## config.mk

```make
export PLATFORM = sky130hd
export DESIGN_NAME = mem_port_arbiter
export DESIGN_NICKNAME = d
export VERILOG_FILES = /design/src/rtl/mem_arb_pkg.sv /design/src/rtl/mem_port_arbiter.sv
export SDC_FILE = /design/constraint.sdc
export NUM_CORES = 1
export LEC_CHECK = 0
export CAP_MARGIN = 40
export CORE_MARGIN = 2
export CORE_UTILIZATION = 55
export DETAILED_ROUTE_END_ITERATION = 7
export DONT_BUFFER_PORTS = 1
export PLACE_DENSITY = 0.82
export SYNTH_ARGS = -nofsm -noshare
export SYNTH_HDL_FRONTEND = slang
export SYNTH_SLANG_ARGS = --single-unit
export TNS_END_PERCENT = 1
```

## constraint.sdc

```tcl
create_clock -name clk -period 2.85 [get_ports clk]
set_input_delay 0.57 -clock clk [delete_from_list [all_inputs] [get_ports clk]]
set_output_delay 0.57 -clock clk [all_outputs]
set_load 0.005 [all_outputs]
```

## src/rtl/mem_arb_pkg.sv

```systemverilog
// -----------------------------------------------------------------------------
// mem_arb_pkg
// Shared definitions for the unified memory port arbiter.
//   arb_state_e  : arbiter FSM states (IDLE, DATA_BUSY, FETCH_BUSY)
//   DEF_ADDR_W   : default memory address width
//   DEF_DATA_W   : default memory data width
// -----------------------------------------------------------------------------
package mem_arb_pkg;

    typedef enum logic [1:0] {
        IDLE       = 2'd0,
        DATA_BUSY  = 2'd1,
        FETCH_BUSY = 2'd2
    } arb_state_e;

    localparam int DEF_ADDR_W = 16;
    localparam int DEF_DATA_W = 16;

endpackage : mem_arb_pkg

```

## src/rtl/mem_port_arbiter.sv

```systemverilog
// -----------------------------------------------------------------------------
// mem_port_arbiter
// Shares the CPU's single memory port between instruction fetch and the
// MEM-stage data access. Data access has fixed priority. Drives a
// variable-latency req/ack handshake and generates pipeline freeze signals
// while a requester waits on the port.
//
// Ports:
//   clk, rest                  clock, synchronous active-high reset
//   if_req/if_addr             fetch request and PC
//   if_rdata/if_valid          fetched instruction, one-cycle valid pulse
//   dm_read/dm_write           load / store request (both = store)
//   dm_addr/dm_wdata           data address / store data
//   dm_rdata/dm_valid          load data, one-cycle completion pulse
//   mem_req/mem_we/mem_addr/mem_wdata  memory request, held until mem_ack
//   mem_ack/mem_rdata          memory completion, read data valid with ack
//   freeze_pc/freeze_ifid/freeze_pipe  pipeline hold signals
//   stall_cycles               saturating count of data-stall cycles
//
// Build option:
//   MEMARB_STALL_CNT_EN  when defined, stall_cycles counts cycles with
//                        freeze_pipe high (saturating at 16'hFFFF);
//                        otherwise it is tied to zero.
// -----------------------------------------------------------------------------
module mem_port_arbiter
    import mem_arb_pkg::*;
#(
    parameter int ADDR_W = DEF_ADDR_W,
    parameter int DATA_W = DEF_DATA_W
) (
    input  logic              clk,
    input  logic              rest,
    // instruction fetch
    input  logic              if_req,
    input  logic [ADDR_W-1:0] if_addr,
    output logic [DATA_W-1:0] if_rdata,
    output logic              if_valid,
    // data access
    input  logic              dm_read,
    input  logic              dm_write,
    input  logic [ADDR_W-1:0] dm_addr,
    input  logic [DATA_W-1:0] dm_wdata,
    output logic [DATA_W-1:0] dm_rdata,
    output logic              dm_valid,
    // memory port
    output logic              mem_req,
    output logic              mem_we,
    output logic [ADDR_W-1:0] mem_addr,
    output logic [DATA_W-1:0] mem_wdata,
    input  logic              mem_ack,
    input  logic [DATA_W-1:0] mem_rdata,
    // pipeline control
    output logic              freeze_pc,
    output logic              freeze_ifid,
    output logic              freeze_pipe,
    output logic [15:0]       stall_cycles
);

    arb_state_e          state_q;
    logic                mem_req_q;
    logic                mem_we_q;
    logic [ADDR_W-1:0]   mem_addr_q;
    logic [DATA_W-1:0]   mem_wdata_q;
    logic [DATA_W-1:0]   if_rdata_q;
    logic                if_valid_q;
    logic [DATA_W-1:0]   dm_rdata_q;
    logic                dm_valid_q;

    // A requester is pending while it asserts its request and has not just
    // been served. The valid pulse masks the request for exactly the cycle
    // in which the pipeline advances, so a held request is not re-granted.
    logic data_pending;
    logic fetch_pending;

    assign data_pending  = (dm_read | dm_write) & ~dm_valid_q;
    assign fetch_pending = if_req & ~if_valid_q;

    assign freeze_pipe = data_pending;
    assign freeze_pc   = data_pending | fetch_pending;
    assign freeze_ifid = data_pending | fetch_pending;

    // -------------------------------------------------------------------------
    // Arbiter FSM with registered memory-side and response outputs.
    // -------------------------------------------------------------------------
    always_ff @(posedge clk) begin
        if (rest) begin
            state_q     <= IDLE;
            mem_req_q   <= 1'b0;
            mem_we_q    <= 1'b0;
            mem_addr_q  <= '0;
            mem_wdata_q <= '0;
            if_rdata_q  <= '0;
            if_valid_q  <= 1'b0;
            dm_rdata_q  <= '0;
            dm_valid_q  <= 1'b0;
        end else begin
            // valid outputs are single-cycle pulses
            if_valid_q <= 1'b0;
            dm_valid_q <= 1'b0;

            case (state_q)
                IDLE: begin
                    // mem_ack seen here is stale and deliberately ignored
                    if (data_pending) begin
                        state_q     <= DATA_BUSY;
                        mem_req_q   <= 1'b1;
                        mem_we_q    <= dm_write;   // read+write counts as write
                        mem_addr_q  <= dm_addr;
                        mem_wdata_q <= dm_wdata;
                    end else if (fetch_pending) begin
                        state_q    <= FETCH_BUSY;
                        mem_req_q  <= 1'b1;
                        mem_we_q   <= 1'b0;
                        mem_addr_q <= if_addr;
                    end
                end

                DATA_BUSY: begin
                    if (mem_ack) begin
                        state_q    <= IDLE;
                        mem_req_q  <= 1'b0;
                        dm_valid_q <= 1'b1;
                        if (!mem_we_q) begin
                            dm_rdata_q <= mem_rdata;
                        end
                    end
                end

                FETCH_BUSY: begin
                    if (mem_ack) begin
                        state_q    <= IDLE;
                        mem_req_q  <= 1'b0;
                        if_valid_q <= 1'b1;
                        if_rdata_q <= mem_rdata;
                    end
                end

                default: begin
                    state_q   <= IDLE;
                    mem_req_q <= 1'b0;
                end
            endcase
        end
    end

    assign mem_req   = mem_req_q;
    assign mem_we    = mem_we_q;
    assign mem_addr  = mem_addr_q;
    assign mem_wdata = mem_wdata_q;
    assign if_rdata  = if_rdata_q;
    assign if_valid  = if_valid_q;
    assign dm_rdata  = dm_rdata_q;
    assign dm_valid  = dm_valid_q;

    // -------------------------------------------------------------------------
    // Data-stall cycle counter
    // -------------------------------------------------------------------------
`ifdef MEMARB_STALL_CNT_EN
    logic [15:0] stall_q;
    logic [15:0] stall_d;

    always_comb begin
        stall_d = stall_q;
        if (freeze_pipe && (stall_q != 16'hFFFF)) begin
            stall_d = stall_q + 16'd1;
        end
    end

    always_ff @(posedge clk) begin
        if (rest) begin
            stall_q <= '0;
        end else begin
            stall_q <= stall_d;
        end
    end

    assign stall_cycles = stall_q;
`else
    assign stall_cycles = '0;
`endif

endmodule : mem_port_arbiter
```

==> impl_metrics.tcl <==
set metrics [dict create \
    status "finished clean" \
    fin_setup_tns_ns 0 \
    wl_per_cell_um 14.2 \
    gr-usage-all-layers_pct 20.8 \
    synth-seq-cells 70 \
    dp_hpwl_um 4110 \
    path_clk_slew_ns 0.06 \
    drc 0 \
    tritoncts "yes" \
    worstPathBufferInverterCount 1 \
    finalSetupViolCount 0 \
    drive_above_1_share_pct 5.78 \
    die_w_um 74.7 \
    wl_um 5870 \
    cts_max_path_buffers 2 \
    critPathMaxStageDelay_ns 0.54 \
    critPathArrivalTime_ns 2.04 \
    fin_nets 415 \
    grt-ovfl-total 0 \
    synthCells 352 \
    drv_slew 0 \
    mostFrequentLayoutCell "nand2_1" \
    dp_cells 398 \
    place_area_um2 2680 \
    endpoint_kind "register" \
    finalClockSkew_ns 0.00595 \
    drv_cap 0 \
    ir_worst_vdd_mv 0.444 \
    ios 157 \
    grt_pass1_vias 2044 \
    numCtsBuffers 9 \
    grt_pass1_wl_um 8770 \
    max_freq_mhz 563 \
    grt_max_degree 71 \
    sequentialPowerShare_pct 54.1 \
    die_h_um 74.7 \
    root_buffer "clkbuf_8" \
    p_clk_share_pct 32.0 \
    cp-start-kind "register" \
    num_vias 2188 \
    hold_ws_ns 0.305 \
    grt_setup_unrepaired "no" \
    first_pass_iters 4 \
    finalInstanceArea_um2 2840 \
    cpMaxStageDelayCell "o21a_1" \
    core_area_um2 4750 \
    crit_type "register to register" \
    synth_cell_types 25 \
    switching_share_pct 27.7 \
    required_ns 3.11 \
    power.switching_uw 591 \
    cts_setup_buffers 0 \
    yosys_warnings 0 \
    synth_top_area_cell "dfxtp_1" \
    tightestPinTransition_ns 0.633 \
    leakagePower_uw 0.00109 \
    power_density_nw_per_um2 751 \
    ant_nets 0 \
    start_util_pct 57.7 \
    yosysSeqAreaShare_pct 51.0 \
    cp_max_fo 17 \
    report.final.hold_viol_count 0 \
    place_congestion 0.672 \
    power.internal_uw 1540 \
    fin_crit_sh_pct 62.3 \
    areaGrowthSynthToFinish_pct 3.56 \
    cp_top_family "compound AO/OA/AOI/OAI gates" \
    htree_levels 3 \
    avgSynthCellArea_um2 7.80 \
    clock_sinks 70 \
    initialDrtViolationCount 96 \
    yosysTopAreaCellShare_pct 51.0 \
    dieArea_um2 5570 \
    antenna_found_initial 0 \
    cts_resized 0 \
    diodes 0 \
    layout_common_cells "nand2_1 (101), dfxtp_1 (70), nor2_1 (52)" \
    max-slew-margin-rel_pct 57.7 \
    final_cells 413 \
    min_path_type "input pin to register" \
    port_buffers 0 \
    cts_hold_buf 0 \
    synth_area_leaders "dfxtp_1 (51%), nand2_1 (14%), a21oi_1 (9.3%)" \
    combPwrFrac_pct 14.0 \
    routed_via_density 5.30 \
    min_period_ns 1.77 \
    insertion_delay_ns 0.33 \
    netlist_area_um2 2750 \
    num_rows 25 \
    path_cells "inv_1, ha_1, nor2b_1, o21a_1, a22oi_1, nor2_1" \
]
-- stage by stage --
stage	power (uW)	utilization (%)	setup WS, ns
after CTS	2170	59.8	1.05
final	2140	59.8	1.08
after global placement	1470	56.3	1.09
after detailed placement	1480	56.3	1.00
after floorplan	1450	-	1.19
after global routing	2260	59.8	0.894
-- cell usage after synthesis --
master	count
nor2b_1	2
a211oi_1	2
buf_4	19
nor4_2	2
buf_6	1
nor4_1	14
o21bai_2	1
buf_2	6
o21ai_0	1
a21oi_1	51
nor2_1	52
nand2_1	101
or2_2	1
inv_1	4
clkbuf_1	12
o21ai_1	1
nand2b_1	3
conb_1	1
and2_1	1
ha_1	3
dfxtp_1	70
o21a_1	1
a22oi_1	1
a21oi_4	1
nand3_1	1
-- final timing paths --
kind                            slack [ns]         from          end  cells past startpoint
worst max-delay path                  1.08   state_q[1]   state_q[0]                      6
worst max register to register        1.08   state_q[1]   state_q[0]                      6
worst min-delay path                  0.31         rest  dm_rdata[9]                      1
worst min register to register        0.47  dm_rdata[9]  dm_rdata[9]                      2
-- final cells by class --
| type | instances | area [um2] |
|---|---|---|
| well taps | 67 | 83.8 |
| multi-input cells | 255 | 1160 |
| flip-flops and latches | 70 | 1400 |
| clock buffers | 14 | 163 |
| clock inverters | 1 | 5.00 |
| inverters | 4 | 15.0 |
| repair buffers | 2 | 15.0 |
| fillers | 433 | 1910 |
-- state kept, by name, indices dropped and copies added (netlist names) --
| signal | cells |
|---|---|
| mem_req | 1 |
| mem_addr | 16 |
| if_valid | 1 |
| dm_rdata | 16 |
| mem_we | 1 |
| state_q | 2 |
| if_rdata | 16 |
| mem_wdata | 16 |
| dm_valid | 1 |
-- power groups by stage --
stage	Combinational, uW	Clock [uW]	Sequential (uW)
after detailed placement	301	0	1180
after floorplan	295	0	1160
after global routing	346	745	1170
final	298	682	1150
after CTS	301	709	1160
after global placement	290	0	1180
-- worst reg2reg max path, stage by stage (launching register included) --
cell and delay (ns):
dfxtp_1 0.33, inv_1 0.08, ha_1 0.20, nor2b_1 0.27, o21a_1 0.55, a22oi_1 0.18
nor2_1 0.11
-- per-layer routing --
layer	global-route usage [%]	vias to the layer above	part of all wire [%]
li1	-	1081	-
met1	21.4	994	40
met2	37.4	105	49
met3	8.03	8	10
met4	9.13	0	1.2
met5	0	-	0
-- kinds of logic after synthesis --
kind of cell	synth area share, %
fa+ha+maj	1.37
compound gates	11.8
buf+inv	8.89
other cells	0.137
flops	51.0
simple gates	26.8
Power figures use the tool's default switching activity.
==> RTL change 1: new RTL, same flow settings <==
`DEF_DATA_W`: 16 -> 18.
--- a/src/rtl/mem_arb_pkg.sv
+++ b/src/rtl/mem_arb_pkg.sv
@@ -15,5 +15,5 @@
 
     localparam int DEF_ADDR_W = 16;
-    localparam int DEF_DATA_W = 16;
+    localparam int DEF_DATA_W = 18;
 
 endpackage : mem_arb_pkg
Interface: changed (5 resized); port bits go from 157 to 167. No check against the original RTL was run, so the function may have changed too.
==> RTL change 1 against the unedited design <==
Count of clock-buffer cells in the layout decreased by 3; routed wire length rose by 14%; fmax shrank 0.43%; sequential cell count rose by 6; die area increased by 8.9%; clock skew up 3.6 ps; design area rose by 11%; total power grew 18%; final cell count up 6.5%; largest power group unchanged; area after synthesis up 9.4%; setup slack got worse by 7.6 ps; combinational power grew 13%.
==> RTL change 1: results (changes against the unedited design) <==
Run status
  • Run status: finished, final reports clean

Cells and area
  • Share of cells above drive strength 1: 8.92% (+3.1 points)
  • Final nets: 442 (+6.5%)
  • Diode count: 0 (unchanged)

Power and ir drop
  • Leak Pwr: 1.18 nW (+8.7%)
  • VDD IR max: 0.406 mV (-8.4%)

Place
  • Post-Place Worst Slack: 1070 ps (+63.8 ps)
  • DP Wirelength: 4760 um (+16%)
  • Buffers on Ports: 0 (unchanged)
  • Gp weighted congestion: 0.738 (+9.9%)
  • DP Cell Count: 424 (+6.5%)

STA
  • Relative slew margins: 53.2% (-4.5 points)
  • Worst Skew: 9.57 ps (+3.62 ps)

Global routing
  • GR Util All Layers: 21.6% (+0.85 points)
  • First-pass GRT wire length: 10400 um (+19%)
  • Number of global-route vias before repair: 2217 (+8.5%)
  • Largest net degree at the start of global routing: 77 (+8.5%)
  • Initial antenna violation count: 0 (unchanged)

Worst hold path
  • Worst hold path class: in -> reg
  • WHS Path Cells: 1 (unchanged)

Detailed routing
  • Met3 WL: 768 um (+27%)
  • Vias per cell: 5.33 (+0.64%)
  • Wire per inst: 15.2 um (+7.1%)
  • Met1 wire length: 2700 um (+16%)
  • DR iter-0 viols: 124 (+29%)
  • Max Used Layer: met4
  • First-pass iteration count of the detailed router: 4 (unchanged)
  • Via count of the routed design: 2346 (+7.2%)
  • Met2 WL: 3190 um (+11%)

Synthesis
  • YS warnings: 0 (unchanged)
  • Top cells by count, synth: nand2_1, dfxtp_1, a21oi_1, nor2_1, buf_4
  • Part of the Yosys area used for sequential elements: 50.7% (-0.38 points)
  • Synth async-reset ratio: 0% (unchanged)
  • Syn Inst Count: 376 (+6.8%)
  • Dominant cells by area after synthesis: dfxtp_1, nand2_1, a21oi_1
  • Synth cell types: 27 (+8.0%)

CTS
  • Total CTS buffers: 9 (unchanged)
  • Post-cts sizing count: 0 (unchanged)
  • Clock Path Buffers: 2 (unchanged)
  • H-tree depth: 3 (unchanged)
  • Post-CTS setup buffers: 0 (unchanged)
  • Clk slew on worst S/H paths: 80 ps (+20 ps)
  • Clock root buffer: clkbuf_8
  • Worst skew pair latency: 330 ps (about the same)

Critical path
  • Cells on worst reg2reg path: 7 (+1)
  • CP Max Fanout: 24 (+7)
  • Data arrival, critical path: 2020 ps (-20 ps)
-- RTL change 1: changes by cell type after synthesis, moves of 2 or more --
cell	before	now
dfxtp_1	70	76
buf_2	6	9
nor4_2	2	10
a21oi_1	51	57
clkbuf_1	12	10
nor4_1	14	6
nand2_1	101	113
-- RTL change 1: cell families after synthesis --
family                   count (synthesis)  synth area share (%)
adder cells (fa/ha/maj)                  3                  1.25
buffers and inverters                   42                  8.12
other                                    1                 0.125
AO/OA/AOI/OAI                           65                  11.9
flip-flops                              76                  50.7
AND/OR/NAND/NOR                        189                  28.0
-- RTL change 1: cell type report --
| type | count | area [um2] |
|---|---|---|
| tap | 70 | 87.6 |
| clock buffer | 11 | 151 |
| multi-input combinational | 273 | 1290 |
| timing repair buffer | 1 | 7.51 |
| inverter | 4 | 15.0 |
| clock inverter | 5 | 83.8 |
| fill | 480 | 2010 |
| sequential | 76 | 1520 |
-- RTL change 1: worst max-delay path: stages (launching register included) --
cell	delay, ps
dfxtp_1	360
inv_1	70
ha_1	240
and2b_1	210
o21ai_2	190
buf_4	360
nor2_1	70
nor4_1	180
-- RTL change 1: power by group --
group	switching, W	internal (W)	total (W)
registers	0.0000825	0.00117	0.00125
logic	0.000218	0.000117	0.000336
clock network	0.000388	0.000542	0.000930
total	0.000688	0.00183	0.00252
-- RTL change 1: worst paths after layout --
kind                            slack (ps)       endpoint           from
worst max-delay path                  1070    mem_addr[0]     state_q[0]
worst min-delay path                   300   mem_addr[12]           rest
worst max register to register        1070    mem_addr[0]     state_q[0]
worst min register to register         470  mem_wdata[10]  mem_wdata[10]
-- RTL change 1: layer usage --
layer / GRT usage, % / up-vias
met4: 8.42 / 0
met2: 36.8 / 121
met1: 24.0 / 1059
met5: 0 / -
met3: 8.95 / 7
li1: - / 1159
-- RTL change 1: stage by stage --
stage          area [um2]  hold slack (ps)
4_1_cts              3160              282
6_report             3160              304
3_3_place_gp         2930              456
2_1_floorplan        3060              453
3_5_place_dp         2930              462
5_1_grt              3160              273
==> RTL change 2: new RTL, same settings <==
Made on the original files. Add a define of `MEMARB_STALL_CNT_EN`.
--- a/src/rtl/mem_port_arbiter.sv
+++ b/src/rtl/mem_port_arbiter.sv
@@ -23,4 +23,6 @@
 //                        otherwise it is tied to zero.
 // -----------------------------------------------------------------------------
+`define MEMARB_STALL_CNT_EN
+
 module mem_port_arbiter
     import mem_arb_pkg::*;
Check against the original RTL: not equivalent (a bounded check fails within 4 cycles, from zero or initial values).
==> RTL change 2 against the unedited design <==
Critical path depth fell by 3; global-route usage rose by 2.7 points; sequential cell count rose by 16; total power rose by 22%; area after synthesis rose by 29%; routed wire length rose by 44%; design area rose by 32%; setup slack got worse by 270 ps; largest cell class unchanged; largest power group unchanged.
==> RTL change 2: results (changes against the unedited design) <==
Critical path
  • CP max stage cell: dfxtp_1
  • R2R Setup Slk: 940 ps (-140 ps)
  • Data arrival, critical path: 1480 ps (-560 ps)
  • Worst R2R End: stall_cycles[7]
  • Reg2Reg Launch Point: stall_cycles[11]
  • Max incr delay on CP: 400 ps (-140 ps)
  • CP Max Fanout: 15 (-2)
  • Cells on worst reg2reg path: 4 (-2)

Synthesis
  • Synth async-reset ratio: 0% (unchanged)
  • Top cells by count, synth: nand2_1, dfxtp_1, a21oi_1, nor2_1
  • Main synth FF type: dfxtp_1
  • YS warnings: 0 (unchanged)
  • Part of the Yosys area used for sequential elements: 48.5% (-2.5 points)
  • Dominant cells by area after synthesis: dfxtp_1, nand2_1, a21oi_1
  • Synth cell types: 46 (+84%)
  • Syn Nets: 513
  • Most frequent cell after synthesis: nand2_1

Power and ir drop
  • Leak Pwr: 1.34 nW (+24%)
  • VDD IR max: 0.396 mV (-11%)

CTS
  • Worst skew pair latency: 340 ps
  • Clk slew on worst S/H paths: 90 ps (+30 ps)
  • Clock Path Buffers: 2 (unchanged)
  • H-tree depth: 3 (unchanged)
  • Post-CTS setup buffers: 0 (unchanged)
  • Post-cts sizing count: 0 (unchanged)
  • Total CTS buffers: 9 (unchanged)
  • Clock root buffer: clkbuf_8

Cells and area
  • Diode count: 0 (unchanged)
  • Share of cells above drive strength 1: 7.42% (+1.6 points)
  • Final nets: 501 (+21%)

Place
  • DP Wirelength: 5860 um (+43%)
  • Post-Place Worst Slack: 985 ps (-16.6 ps)
  • Gp weighted congestion: 0.795 (+18%)
  • Buffers on Ports: 0 (unchanged)

STA
  • Relative slew margins: 50.4% (-7.3 points)
  • Worst Skew: 8.25 ps (+2.30 ps)
  • Hold slack final: 285 ps (-20.5 ps)

Global routing
  • First-pass GRT wire length: 13600 um (+55%)
  • Initial antenna violation count: 0 (unchanged)
  • Number of global-route vias before repair: 2909 (+42%)
  • Largest net degree at the start of global routing: 90 (+27%)
  • GR Util All Layers: 23.4% (+2.7 points)

Worst hold path
  • Worst hold path class: in -> reg
  • Hold_sp: rest
  • WHS Path Cells: 1 (unchanged)
  • Hold Path Sink: mem_addr[12]

Detailed routing
  • First-pass iteration count of the detailed router: 4 (unchanged)
  • DR iter-0 viols: 139 (+45%)
  • Wire per inst: 16.6 um (+17%)
  • Vias per cell: 5.94 (+12%)

Run status
  • Run status: finished, final reports clean
==> RTL change 2: power breakdown <==
part	internal, W	total, W	switching, W
sequential	0.00130	0.00138	0.0000802
clock	0.000497	0.000933	0.000436
combinational	0.000110	0.000296	0.000186
total	0.00191	0.00261	0.000703
==> RTL change 2: layer usage <==
metal	vias up	wire length (um)	global-route usage, %
met2	150	4150	39.0
met3	10	937	8.06
met4	0	103	10.3
li1	1486	-	-
met1	1370	3240	27.5
met5	-	0	0
==> RTL change 2: layout make-up <==
type	count	area, um2
Inverter	6	22.5
Tap cell	77	96.3
Timing Repair Buffer	4	30.0
Sequential cell	86	1720
Clock inverter	6	93.8
Clock buffer	9	124
Fill cell	574	2520
Multi-Input combinational cell	320	1670
==> RTL change 2: kinds of logic after synthesis <==
logic type / synth area share [%]
AO/OA/AOI/OAI: 17.4
adder cells (fa/ha/maj): 1.41
buffers and inverters: 4.41
flip-flops: 48.5
multiplexers: 0.600
AND/OR/NAND/NOR: 27.7
==> RTL change 2: worst max-delay path: cells and delay by family (launching register included) <==
kind | cells | cell delay [ps]
buf+inv | 2 | 580
flops | 1 | 400
compound gates | 1 | 150
==> RTL change 2: stage by stage <==
stage	cells	cell area [um2]	util (%)
2_1_floorplan	439	3550	-
3_3_place_gp	493	3540	56.4
3_5_place_dp	493	3540	56.4
4_1_cts	508	3760	59.9
5_1_grt	508	3760	59.9
6_report	508	3760	59.9
==> RTL change 2: worst max path at each step <==
stage | to | depth (start not counted) | start | slack, ps
6_report | freeze_pipe | 3 | dm_valid | 800
4_1_cts | freeze_pipe | 3 | dm_valid | 760
2_1_floorplan | freeze_pipe | 4 | dm_write | 970
3_3_place_gp | freeze_pipe | 3 | dm_write | 1000
3_5_place_dp | stall_cycles[10] | 5 | dm_write | 980
5_1_grt | freeze_pipe | 3 | dm_valid | 710
